<file path="config.mk">
export PLATFORM = sky130hd
export DESIGN_NAME = instr_fetch_unit
export DESIGN_NICKNAME = d
export VERILOG_FILES = /design/src/rtl/instr_fetch_unit.sv
export SDC_FILE = /design/constraint.sdc
export NUM_CORES = 1
export LEC_CHECK = 0
export BUFFER_PORTS_ARGS = -buffer_cell sky130_fd_sc_hd__buf_4
export CAP_MARGIN = 20
export CORE_UTILIZATION = 25
export CTS_BUF_LIST = sky130_fd_sc_hd__clkbuf_16
export DETAILED_ROUTE_END_ITERATION = 10
export REMOVE_ABC_BUFFERS = 1
export SYNTH_ARGS = -nofsm -noshare
export SYNTH_HDL_FRONTEND = slang
export SYNTH_SLANG_ARGS = --single-unit
</file>
<file path="constraint.sdc">
create_clock -name clk -period 4.6 [get_ports clk]
set_input_delay 0.23 -clock clk [delete_from_list [all_inputs] [get_ports clk]]
set_output_delay 0.23 -clock clk [all_outputs]
set_load 0.01 [all_outputs]
</file>
<file path="src/rtl/instr_fetch_unit.sv">
// Instruction fetch stage: sequential PC generation, credit-limited requests
// to an in-order instruction memory, a small instruction buffer, and flushing
// of in-flight and buffered work on taken-branch redirects.
module instr_fetch_unit #(
  parameter logic [31:0] RESET_PC   = 32'h0000_0000,
  parameter int          FIFO_DEPTH = 4
) (
  input  logic        clk,
  input  logic        reset,
  // instruction memory request
  output logic        imem_req_valid,
  input  logic        imem_req_ready,
  output logic [31:0] imem_req_addr,
  // instruction memory response (in request order)
  input  logic        imem_rsp_valid,
  input  logic [31:0] imem_rsp_data,
  // taken-branch redirect from execute
  input  logic        redirect_valid,
  input  logic [31:0] redirect_pc,
  // instruction stream to the core
  output logic        inst_valid,
  input  logic        inst_ready,
  output logic [31:0] inst_data,
  output logic [31:0] inst_pc
);

  localparam int PW = $clog2(FIFO_DEPTH);
  localparam int CW = PW + 1;
  localparam logic [CW:0] CREDIT_LIMIT     = (CW + 1)'(FIFO_DEPTH);
  localparam logic [31:0] RESET_PC_ALIGNED = RESET_PC & ~32'h3;

  if (FIFO_DEPTH < 2 || (FIFO_DEPTH & (FIFO_DEPTH - 1)) != 0) begin : g_bad_depth
    $error("instr_fetch_unit: FIFO_DEPTH must be a power of two and at least 2");
  end

  // Fetch-side state
  logic [31:0]   fetch_pc;     // address of the next request
  logic [31:0]   rsp_pc;       // PC belonging to the next kept response
  logic [CW-1:0] outstanding;  // accepted requests still owed a response
  logic [CW-1:0] drop;         // owed responses that belong to flushed requests

  // Instruction buffer
  logic [31:0]   buf_data [FIFO_DEPTH];
  logic [31:0]   buf_pc   [FIFO_DEPTH];
  logic [PW-1:0] wr_ptr;
  logic [PW-1:0] rd_ptr;
  logic [CW-1:0] count;

  // Per-cycle events
  logic          req_fire;     // request handshake completes this cycle
  logic          rsp_take;     // response matches an outstanding request
  logic          push;         // response word is written into the buffer
  logic          pop;          // core consumes the head entry
  logic [CW:0]   credit_used;  // buffer slots already promised
  logic [31:0]   redirect_target;

  assign credit_used     = {1'b0, outstanding} + {1'b0, count};
  assign redirect_target = redirect_pc & ~32'h3;
  assign imem_req_addr   = fetch_pc;

  assign req_fire = imem_req_valid && imem_req_ready;
  // A stray response with nothing outstanding (e.g. for a request issued
  // before reset) is ignored entirely.
  assign rsp_take = imem_rsp_valid && (outstanding != '0);
  // A response is kept only if it is not owed to a flushed request and no
  // redirect is flushing the buffer this cycle.
  assign push     = rsp_take && (drop == '0) && !redirect_valid;
  assign pop      = inst_valid && inst_ready && !redirect_valid;

  // Request credit check and head-of-buffer presentation to the core.
  // NOTE: every output gets a default first so no path can infer a latch.
  always_comb begin
    imem_req_valid = 1'b0;
    inst_valid     = 1'b0;
    inst_data      = '0;
    inst_pc        = '0;
    // Issuing only while outstanding + buffered < depth guarantees every
    // returning word has a free slot, so the buffer can never overflow.
    if (!reset && !redirect_valid && (credit_used < CREDIT_LIMIT)) begin
      imem_req_valid = 1'b1;
    end
    if (!reset && (count != '0)) begin
      inst_valid = 1'b1;
      inst_data  = buf_data[rd_ptr];
      inst_pc    = buf_pc[rd_ptr];
    end
  end

  // Fetch PC, response PC and the outstanding/drop bookkeeping.
  // NOTE: state registers use non-blocking assignments so every block sees
  // the pre-edge values regardless of evaluation order.
  always_ff @(posedge clk) begin
    if (reset) begin
      fetch_pc    <= RESET_PC_ALIGNED;
      rsp_pc      <= RESET_PC_ALIGNED;
      outstanding <= '0;
      drop        <= '0;
    end else begin
      // No request fires during a redirect, so this also covers that cycle.
      outstanding <= outstanding + CW'(req_fire) - CW'(rsp_take);
      if (redirect_valid) begin
        fetch_pc <= redirect_target;
        rsp_pc   <= redirect_target;
        // Everything still owed after this cycle predates the redirect, so
        // all of it is discarded; older drop credit is already included.
        drop     <= outstanding - CW'(rsp_take);
      end else begin
        if (req_fire) begin
          fetch_pc <= fetch_pc + 32'd4;
        end
        if (push) begin
          rsp_pc <= rsp_pc + 32'd4;
        end
        if (rsp_take && (drop != '0)) begin
          drop <= drop - CW'(1);
        end
      end
    end
  end

  // Buffer pointers and occupancy; a redirect empties the buffer outright.
  always_ff @(posedge clk) begin
    if (reset || redirect_valid) begin
      wr_ptr <= '0;
      rd_ptr <= '0;
      count  <= '0;
    end else begin
      if (push) begin
        wr_ptr <= wr_ptr + PW'(1);
      end
      if (pop) begin
        rd_ptr <= rd_ptr + PW'(1);
      end
      case ({push, pop})
        2'b10:   count <= count + CW'(1);
        2'b01:   count <= count - CW'(1);
        default: count <= count;
      endcase
    end
  end

  // Buffer storage for kept response words and their PCs.
  // NOTE: the storage array is deliberately not reset; occupancy is tracked
  // by count, and empty slots are never presented to the core.
  always_ff @(posedge clk) begin
    if (push) begin
      buf_data[wr_ptr] <= imem_rsp_data;
      buf_pc[wr_ptr]   <= rsp_pc;
    end
  end

endmodule

</file>
Word level (Yosys, flattened, before mapping) --
Memories as Yosys holds them, arrays and structs flattened. A register that Yosys moved wholly into a read port is not among the register bits. Cells that the tools add are included.
Word-level totals: bits in registers 77, bits in writable memories 256, bits of input ports 70, output and inout bits 98, memories 2
Cells by class: add/sub/neg operators 11, $lt $le $gt $ge 1, equality and inequality tests 2, muxes and demuxes 17, reductions and logical operators 22
Memory list:
- buf_data | depth 4, bits a word 32, rd ports 1, clocked after memory_dff 1, write ports 1, RTL line 43 | logic [31:0] buf_data [FIFO_DEPTH];
- buf_pc | depth 4, bits a word 32, rd ports 1, clocked after memory_dff 1, write ports 1, RTL line 44 | logic [31:0] buf_pc [FIFO_DEPTH];
Operator list (count):
- $mux 32 | 6
- $add 32x3->32 const B | 2
- $logic_and 1x1->1 | 10
- $reduce_bool 3->1 | 3
- $mux 2 | 4
- $reduce_bool 2->1 | 4
- $mux 3 | 2
- $pmux 3 s2 | 1
- $sub 3x1->3 | 2
- $sub 3x1->3 const B | 2
- $add 2x1->2 const B | 2
- $add 3x3->4 | 1
- $lt 4x3->1 const B | 1
- $mux 1 | 4
- $add 3x1->3 | 1
- $add 3x1->3 const B | 1
- $logic_not 3->1 | 1
- $eq 2x1->1 const B | 1
- $eq 2x2->1 const B | 1
- $logic_not 1->1 | 2
- $reduce_or 2->1 | 1
- $logic_or 1x1->1 | 1

Depth between registers and ports, before layout --
Gate-level depths: netlist of the first run.
depth in word-level cells 7, gate-level depth with buffers 13, gate-level depth less buffers 12

Least setup slack after synthesis of the first run --
No wires, ideal clock.
path kind reg2reg, from register drop[0], to memory buf_data[0][0] (enable), setup time 0.427 ns, arrival time 2.792 ns, path slack 1.381 ns, stages on the path, launching flop included 7, path through dfxtp_1 inv_1 ha_1 nor2b_1 and3_1 clkbuf_1 and3_1
Between the ends: word-level cells in the longest chain between the ends 5
Ends and longest elaborated chain:
- start: declaration | RTL line 40 | logic [CW-1:0] drop;
- start signal: assignment | RTL line 106 | drop <= outstanding - CW'(rsp_take);
- start signal: assignment | RTL line 115 | drop <= drop - CW'(1);
- $logic_not 3->1 | RTL line 67 | assign push = rsp_take && (drop == '0) && !redirect_valid;
- $logic_and 1x1->1 (2 in series) | RTL line 67
- $mux 1 | RTL line 146 | if (push) begin
- $mux 1 (not written as such) | RTL line 147 | buf_data[wr_ptr] <= imem_rsp_data;
- end: declaration | RTL line 43
Every way passes these cells.

Worst setup path after layout of the first run --
from register outstanding[1], to register outstanding[2]
Between the ends: word-level cells in the longest chain between the ends 7, elaborated cells on any way between the ends 9, those cells by class add/sub (3); order compare (1); mux (1); reduce/logical (4)
Ends and longest elaborated chain:
- start: declaration | RTL line 39 | logic [CW-1:0] outstanding;
- start signal: assignment | RTL line 100 | outstanding <= outstanding + CW'(req_fire) - CW'(rsp_take);
- $add 3x3->4 | RTL line 57 | assign credit_used = {1'b0, outstanding} + {1'b0, count};
- $lt 4x3->1 | RTL line 79 | if (!reset && !redirect_valid && (credit_used < CREDIT_LIMIT)) begin
- $logic_and 1x1->1 | RTL line 79
- $mux 1 | RTL line 79
- $logic_and 1x1->1 | RTL line 61 | assign req_fire = imem_req_valid && imem_req_ready;
- $add 3x1->3 | RTL line 100
- $sub 3x1->3 * | RTL line 100
Every way passes the cells marked *; elsewhere a longest branch is shown, timed or not. A chain may end at the register's enable or synchronous reset.

==> results.md, run 1 <==
- Class of the most critical setup path: flop to flop
- Vias in the first global route: 8436
- CP Max Fanout: 27
- Critical Path Sink Type: flop
- Ys async rst share: 0
- Setup-failing EPs final: 0
- Crit-path most repeated cell: ha_1
- Critical Path Max Stage Delay: 460 ps
- Max-slew headroom: 0.2604
- Worst EP required: 5010 ps
- Clock buffer count from CTS: 38
- Yosys reg bits: 323
- Layout cells sized above 1: 0.2684
- ANT nets after route: 0
- Minimum clock period: 2987 ps
- Post-CTS setup buffers: 0
- Post-synthesis sequential area ratio: 0.6597
- Nature of the critical path startpoint: flop
- Die area: 55190 um^2
- Critical Path AT: 3390 ps
- Setup TNS Final: 0 ps
- Most numerous cell in the Yosys netlist: edfxtp_1
- Clk sinks: 323
- Largest net degree at the start of global routing: 63
- Io pins: 168
- Final Core Density: 0.3246
- Max stage delay cell, worst path: a311o_1
- DR vias: 8534
- CTS tree: built
- Status: complete, no violations
- Hold Path Class: input pin to flop
- Largest area contributor in the netlist: edfxtp_1
- Avg Cell Area, Syn: 14.86 um^2
- Fin crit share: 0.6494
- Final WS setup: 1613 ps
- DRT Wirelength: 35910 um
- Final Max Slew Viols: 0
- Setup Skew: 20.63 ps
- PwrDens: 407.0 nW/um^2
- Peak supply drop: 0.2193 mV
- Die width: 234.9 um
- Synth warn: 0
- Area share of the largest cell type after synthesis: 0.5490
- Seq pwr share: 0.477
- Core Footprint: 53710 um^2
- FF-to-FF setup slack: 1610 ps
- Clock power share: 0.436
- Max_cap viols: 0
- Endpoint, Worst Hold: imem_req_addr[10]$_SDFFE_PP0P_
- Routed vias/inst: 4.610
- Commonest cells in the netlist: edfxtp_1, dfxtp_1, and2_1
- Combinational share of power: 0.087
- Global route total overflow: 0
- Row cnt: 85
- Psw: 1.635 mW
- Mapped Area: 13560 um^2
- Static Leak: 5.909 nW
- Family with the most delay on the worst path: adder cells
- Internal power: 5.461 mW
- Synth cell types: 58
- Worst-path clk slew: 60 ps
- Htree depth: 2
- Max frequency: 334.8 MHz
- Hold path cells: 3
- # hold bufs at CTS: 53
- Root buffer cell: clkbuf_16
- GP Congestion: 0.7613
- 1st-iter DRT viols: 591
- Total power: 7.096 mW
- FF-to-FF End: outstanding[2]$_SDFF_PP0_
- Die Y: 234.9 um
- Max clock buf depth: 3
- I/O Buffers: 161
- Tightest Pin Transition: 1105 ps
- Reg2reg path depth: 12
- Cell-by-cell trace of the critical path: ha_1 -> a311o_1 -> nor2_2 -> inv_2 -> ha_1 -> inv_1 -> ha_1 -> inv_1 -> fa_1 -> xnor2_1 -> xnor2_1 -> nor2_1
- Skew-Pair Late Insertion Delay: 540 ps
- Switching Share: 0.2304
- Diodes inserted: 0
- Buf/Inv on CP: 3
- Initial antenna violation count: 0
- Final Hold Viols: 0
- Total track usage: 0.1295
- Cells after Synth: 913
- RSZ-0062 raised after global routing: no
- DRC: 0
- Post-synth EDFFs: 248
- Area Overhead vs Synth: 28.53%
- Final Net Count: 1213
- Initial core utilization: 0.2526
- # resized after CTS: 0
- Most used flip-flop cell after synthesis: edfxtp_1
- WL/cell: 19.40 um
- DP HPWL: 22280 um
- Top cells by area, synth: edfxtp_1, dfxtp_1, mux4_2, and2_1, xnor2_1
- Post-Place Setup Slack: 1554 ps
- Hold path startpoint: redirect_pc[10]
- Worst r2r src: outstanding[1]$_SDFF_PP0_
- DRT Pass-1 Iters: 5
- First-pass GRT wire length: 53400 um
==> cell usage in the layout, fill, tap and decap left out, types with 7 or more instances in the layout <==
cell type,instances
inv_1,25
and4_1,9
edfxtp_1,248
nand2_1,45
dfxtp_1,73
nand3_1,20
a21boi_0,9
xnor2_1,30
buf_4,166
clkbuf_16,39
a31oi_1,19
and3_1,11
nor3_1,13
o21a_1,7
nor4_1,16
mux4_2,62
dlygate4sd3_1,53
xor2_1,7
a21oi_1,25
ha_1,15
a211oi_1,16
nor2_1,42
o21ai_0,19
nand4_1,17
and2_1,69
==> registers in the layout (all words and copies together), names as in the netlist, named ones only <==
signal,count
buf_data,128
buf_pc,120
count,3
drop,3
imem_req_addr,30
outstanding,3
rd_ptr,2
rsp_pc,30
wr_ptr,2
==> worst reg2reg max path, delay by kind of cell, from the launching register on <==
family	cells	cell delay [ps]
flops	1	420
buf+inv	3	300
simple gates	2	230
compound gates	1	460
fa+ha+maj	4	1100
xor+xnor	2	330
==> kinds of logic after synthesis <==
logic type               Yosys count  share of synthesized area
flip-flops                       323                     0.6597
AND/OR/NAND/NOR                  277                     0.1142
AO/OA/AOI/OAI                    115                    0.05516
buffers and inverters             76                    0.02306
multiplexers                      67                     0.1069
XOR/XNOR                          37                    0.02389
adder cells (fa/ha/maj)           17                    0.01679
other                              1                  0.0002765
==> power by group through the flow <==
stage | Clock [mW] | Sequential (mW) | Combinational, mW
5_1_grt | 3.31 | 3.40 | 0.681
3_3_place_gp | 0 | 3.44 | 0.579
2_1_floorplan | 0 | 3.43 | 0.328
4_1_cts | 3.19 | 3.38 | 0.628
3_5_place_dp | 0 | 3.45 | 0.586
6_report | 3.10 | 3.38 | 0.616
==> area by class of cell <==
cell class	count	area, um^2
Fill cell	5271	36270
Timing Repair Buffer	225	1904
Multi-Input combinational cell	517	4342
Inverter	21	78.83
Sequential cell	323	8956
Clock inverter	30	306.5
Clock buffer	39	975.9
Tap cell	696	870.8
==> per-stage QoR <==
step | cell area (um^2) | instances | hold WS (ps)
floorplan | 13340 | 861 | 292.4
global placement | 15590 | 1728 | 431.9
detailed placement | 15590 | 1728 | 434.0
CTS | 17410 | 1850 | 4.341
global route | 17430 | 1851 | 38.61
finish | 17430 | 1851 | 78.60
==> routing by layer <==
| layer | track usage | vias up | part of all wire |
|---|---|---|---|
| met4 | 0.02671 | 0 | 0.013 |
| li1 | - | 3942 | - |
| met1 | 0.1778 | 4296 | 0.46 |
| met2 | 0.2039 | 254 | 0.46 |
| met3 | 0.03536 | 42 | 0.066 |
| met5 | 0 | - | 0 |
==> worst max-delay path by stage <==
stage | endpoint | cells past startpoint | from | slack, ps
floorplan | inst_data[0] | 2 | flop | 890
global placement | outstanding[2]$_SDFF_PP0_ | 12 | reset | 1520
detailed placement | outstanding[2]$_SDFF_PP0_ | 12 | reset | 1550
CTS | inst_pc[25] | 4 | flop | 1480
global route | inst_data[28] | 4 | flop | 1380
finish | outstanding[2]$_SDFF_PP0_ | 12 | outstanding[1]$_SDFF_PP0_ | 1610
No activity file was read; power rests on OpenSTA's default activity.
==> run 2, diff against run 1 <==
--- a/config.mk
+++ b/config.mk
@@ -5,6 +5,7 @@
 export SDC_FILE = /design/constraint.sdc
 export NUM_CORES = 1
 export LEC_CHECK = 0
+export ABC_AREA = 1
 export BUFFER_PORTS_ARGS = -buffer_cell sky130_fd_sc_hd__buf_4
 export CAP_MARGIN = 20
 export CORE_UTILIZATION = 25
==> constraint.sdc (replaced) <==
create_clock -name clk -period 2.9 [get_ports clk]
set_input_delay 0.145 -clock clk [delete_from_list [all_inputs] [get_ports clk]]
set_output_delay 0.145 -clock clk [all_outputs]
set_load 0.01 [all_outputs]
==> results.md, run 2 <==
- Status: complete, no violations
- Class of the most critical setup path: flop to primary output
- Commonest cells in the netlist: nor2_1, edfxtp_1, nand2_1
- Critical Path Sink Type: primary output
- Minimum clock period: 2489 ps
- Global route total overflow: 0
- Htree depth: 2
- Skew-Pair Late Insertion Delay: 560 ps
- Most frequent cells in the layout: nor2_1, edfxtp_1, nand2_1, buf_4, o21ai_0
- Largest area contributor in the netlist: edfxtp_1
- Nature of the critical path startpoint: flop
- Max-slew headroom: 0.3637
- Setup TNS Final: 0 ps
- Most numerous cell in the Yosys netlist: nor2_1
- Setup-failing EPs final: 0
- Worst EP required: 2760 ps
- Diodes inserted: 0
- Clock buffer count from CTS: 38
- Max clock buf depth: 3
- Final Core Density: 0.3212
- Critical Path Max Stage Delay: 680 ps
- DRT Wirelength: 40580 um
- Ys async rst share: 0
- Initial core utilization: 0.2538
- WL/cell: 15.86 um
- 1st-iter DRT viols: 828
- Yosys reg bits: 323
- Critical Path AT: 2340 ps
- Die Y: 244.2 um
- Max frequency: 401.8 MHz
- Cell-by-cell trace of the critical path: inv_2 -> buf_4 -> nor2_1 -> o21ai_0 -> a21oi_1 -> buf_4
- Final Hold Viols: 0
- Routed vias/inst: 4.475
- Max FFs per register: 128
- Hold Path Class: input pin to flop
- PwrDens: 603.5 nW/um^2
- Post-synth EDFFs: 248
- First-pass GRT wire length: 61350 um
- Post-CTS setup buffers: 0
- Cells after Synth: 1558
- Layout cells sized above 1: 0.1612
- Final Instance Area: 18570 um^2
- # resized after CTS: 0
- Placed cell areas: 16830 um^2
- Worst-path clk slew: 50 ps
- FF-to-FF setup slack: 440 ps
- Die area: 59650 um^2
- Fin crit share: 0.8582
- Most common cell after layout, fill and taps aside: nor2_1
- Root buffer cell: clkbuf_16
- Crit-path most repeated cell: buf_4
- Buf/Inv on CP: 3
- CP Max Fanout: 42
- GP Congestion: 0.8684
- Avg Cell Area, Syn: 9.415 um^2
- Crit path depth: 6
- Largest Register: buf_data
- Mapped Area: 14670 um^2
- DR vias: 11450
- Io pins: 168
- Largest net degree at the start of global routing: 93
- Peak supply drop: 0.3642 mV
- Synth cell types: 39
- Post-synthesis sequential area ratio: 0.6100
- Synth warn: 0
- Die width: 244.2 um
- Core Footprint: 57810 um^2
- Most used flip-flop cell after synthesis: edfxtp_1
- Hold path cells: 3
- Family with the most delay on the worst path: buffers and inverters
- Initial antenna violation count: 0
- Tightest Pin Transition: 953.0 ps
- Reg2reg path depth: 13
- Final Max Slew Viols: 0
- Smallest hold slack: 19.14 ps
- RSZ-0062 raised after global routing: no
- Vias in the first global route: 10780
- Largest registers: buf_data x128, buf_pc x120
- Area Overhead vs Synth: 26.59%
- Top cells by area, synth: edfxtp_1, dfxtp_1, nor2_1, nand2_1, o21ai_0
- Max stage delay cell, worst path: inv_2
- DRC: 0
- DRT Pass-1 Iters: 5
- Row cnt: 88
- Total track usage: 0.1339
- ANT nets after route: 0
- Placed cell count: 2438
- I/O Buffers: 161
- CTS tree: built
- Setup Skew: 18.27 ps
- # hold bufs at CTS: 51
- Static Leak: 7.065 nW
- Final cell count without fillers: 2558
- Max_cap viols: 0
- Clk sinks: 323
- DP HPWL: 26070 um
- Area share of the largest cell type after synthesis: 0.5077
- Final Net Count: 1851
run 2: path summary, 6_finish.rpt:
kind | from | end
max | flop | inst_data[29]
min | redirect_pc[7] | rsp_pc[7]$_SDFFE_PP0P_
max reg2reg | outstanding[1]$_SDFF_PP0_ | outstanding[2]$_SDFF_PP0_
min reg2reg | rd_ptr[1]$_SDFFE_PP0P_ | flop
run 2: through the flow:
| stage | total power, mW | setup WS (ps) |
|---|---|---|
| floorplan | 6.072 | -1301 |
| finish | 11.21 | 411.3 |
| global placement | 6.553 | 416.7 |
| CTS | 11.34 | 319.2 |
| global route | 11.68 | 246.4 |
| detailed placement | 6.581 | 449.3 |
run 2: report_power, final:
part	total (mW)	switching, mW	internal (mW)	leakage (nW)
registers	5.40	0.196	5.20	2.88
clock network	4.67	1.94	2.73	0.617
logic	1.13	0.683	0.452	3.57
run 2: kinds of logic (layout without fill, tap and decap cells):
| group | after synthesis | in the layout | synth area share |
|---|---|---|---|
| AOI/OAI and AO/OA | 314 | 314 | 0.1095 |
| DFF | 323 | 323 | 0.6100 |
| other | 1 | 4 | 0.0002556 |
| and+or+nand+nor | 700 | 700 | 0.1991 |
| adders and majority gates | 17 | 17 | 0.01552 |
| buffers and inverters | 179 | 411 | 0.05126 |
| xor gates and xnor gates | 24 | 24 | 0.01433 |
run 2: worst min-delay path, cell delays in order:
cell     delay, ps
buf_4          120
nand2_1        140
a31oi_1        100
run 2: routing by layer:
metal	part of all wire	track usage
met4	0.019	0.03548
met5	0	0
met3	0.060	0.02963
met1	0.45	0.1755
met2	0.47	0.2217
run 2: layout make-up:
cell class / count / area [um^2]
fillers: 5925 / 39240
clock buffers: 39 / 975.9
flip-flops and latches: 323 / 8954
repair buffers: 235 / 2017
inverters: 107 / 404.1
clock inverters: 30 / 249.0
well taps: 765 / 957.2
multi-input cells: 1059 / 5012
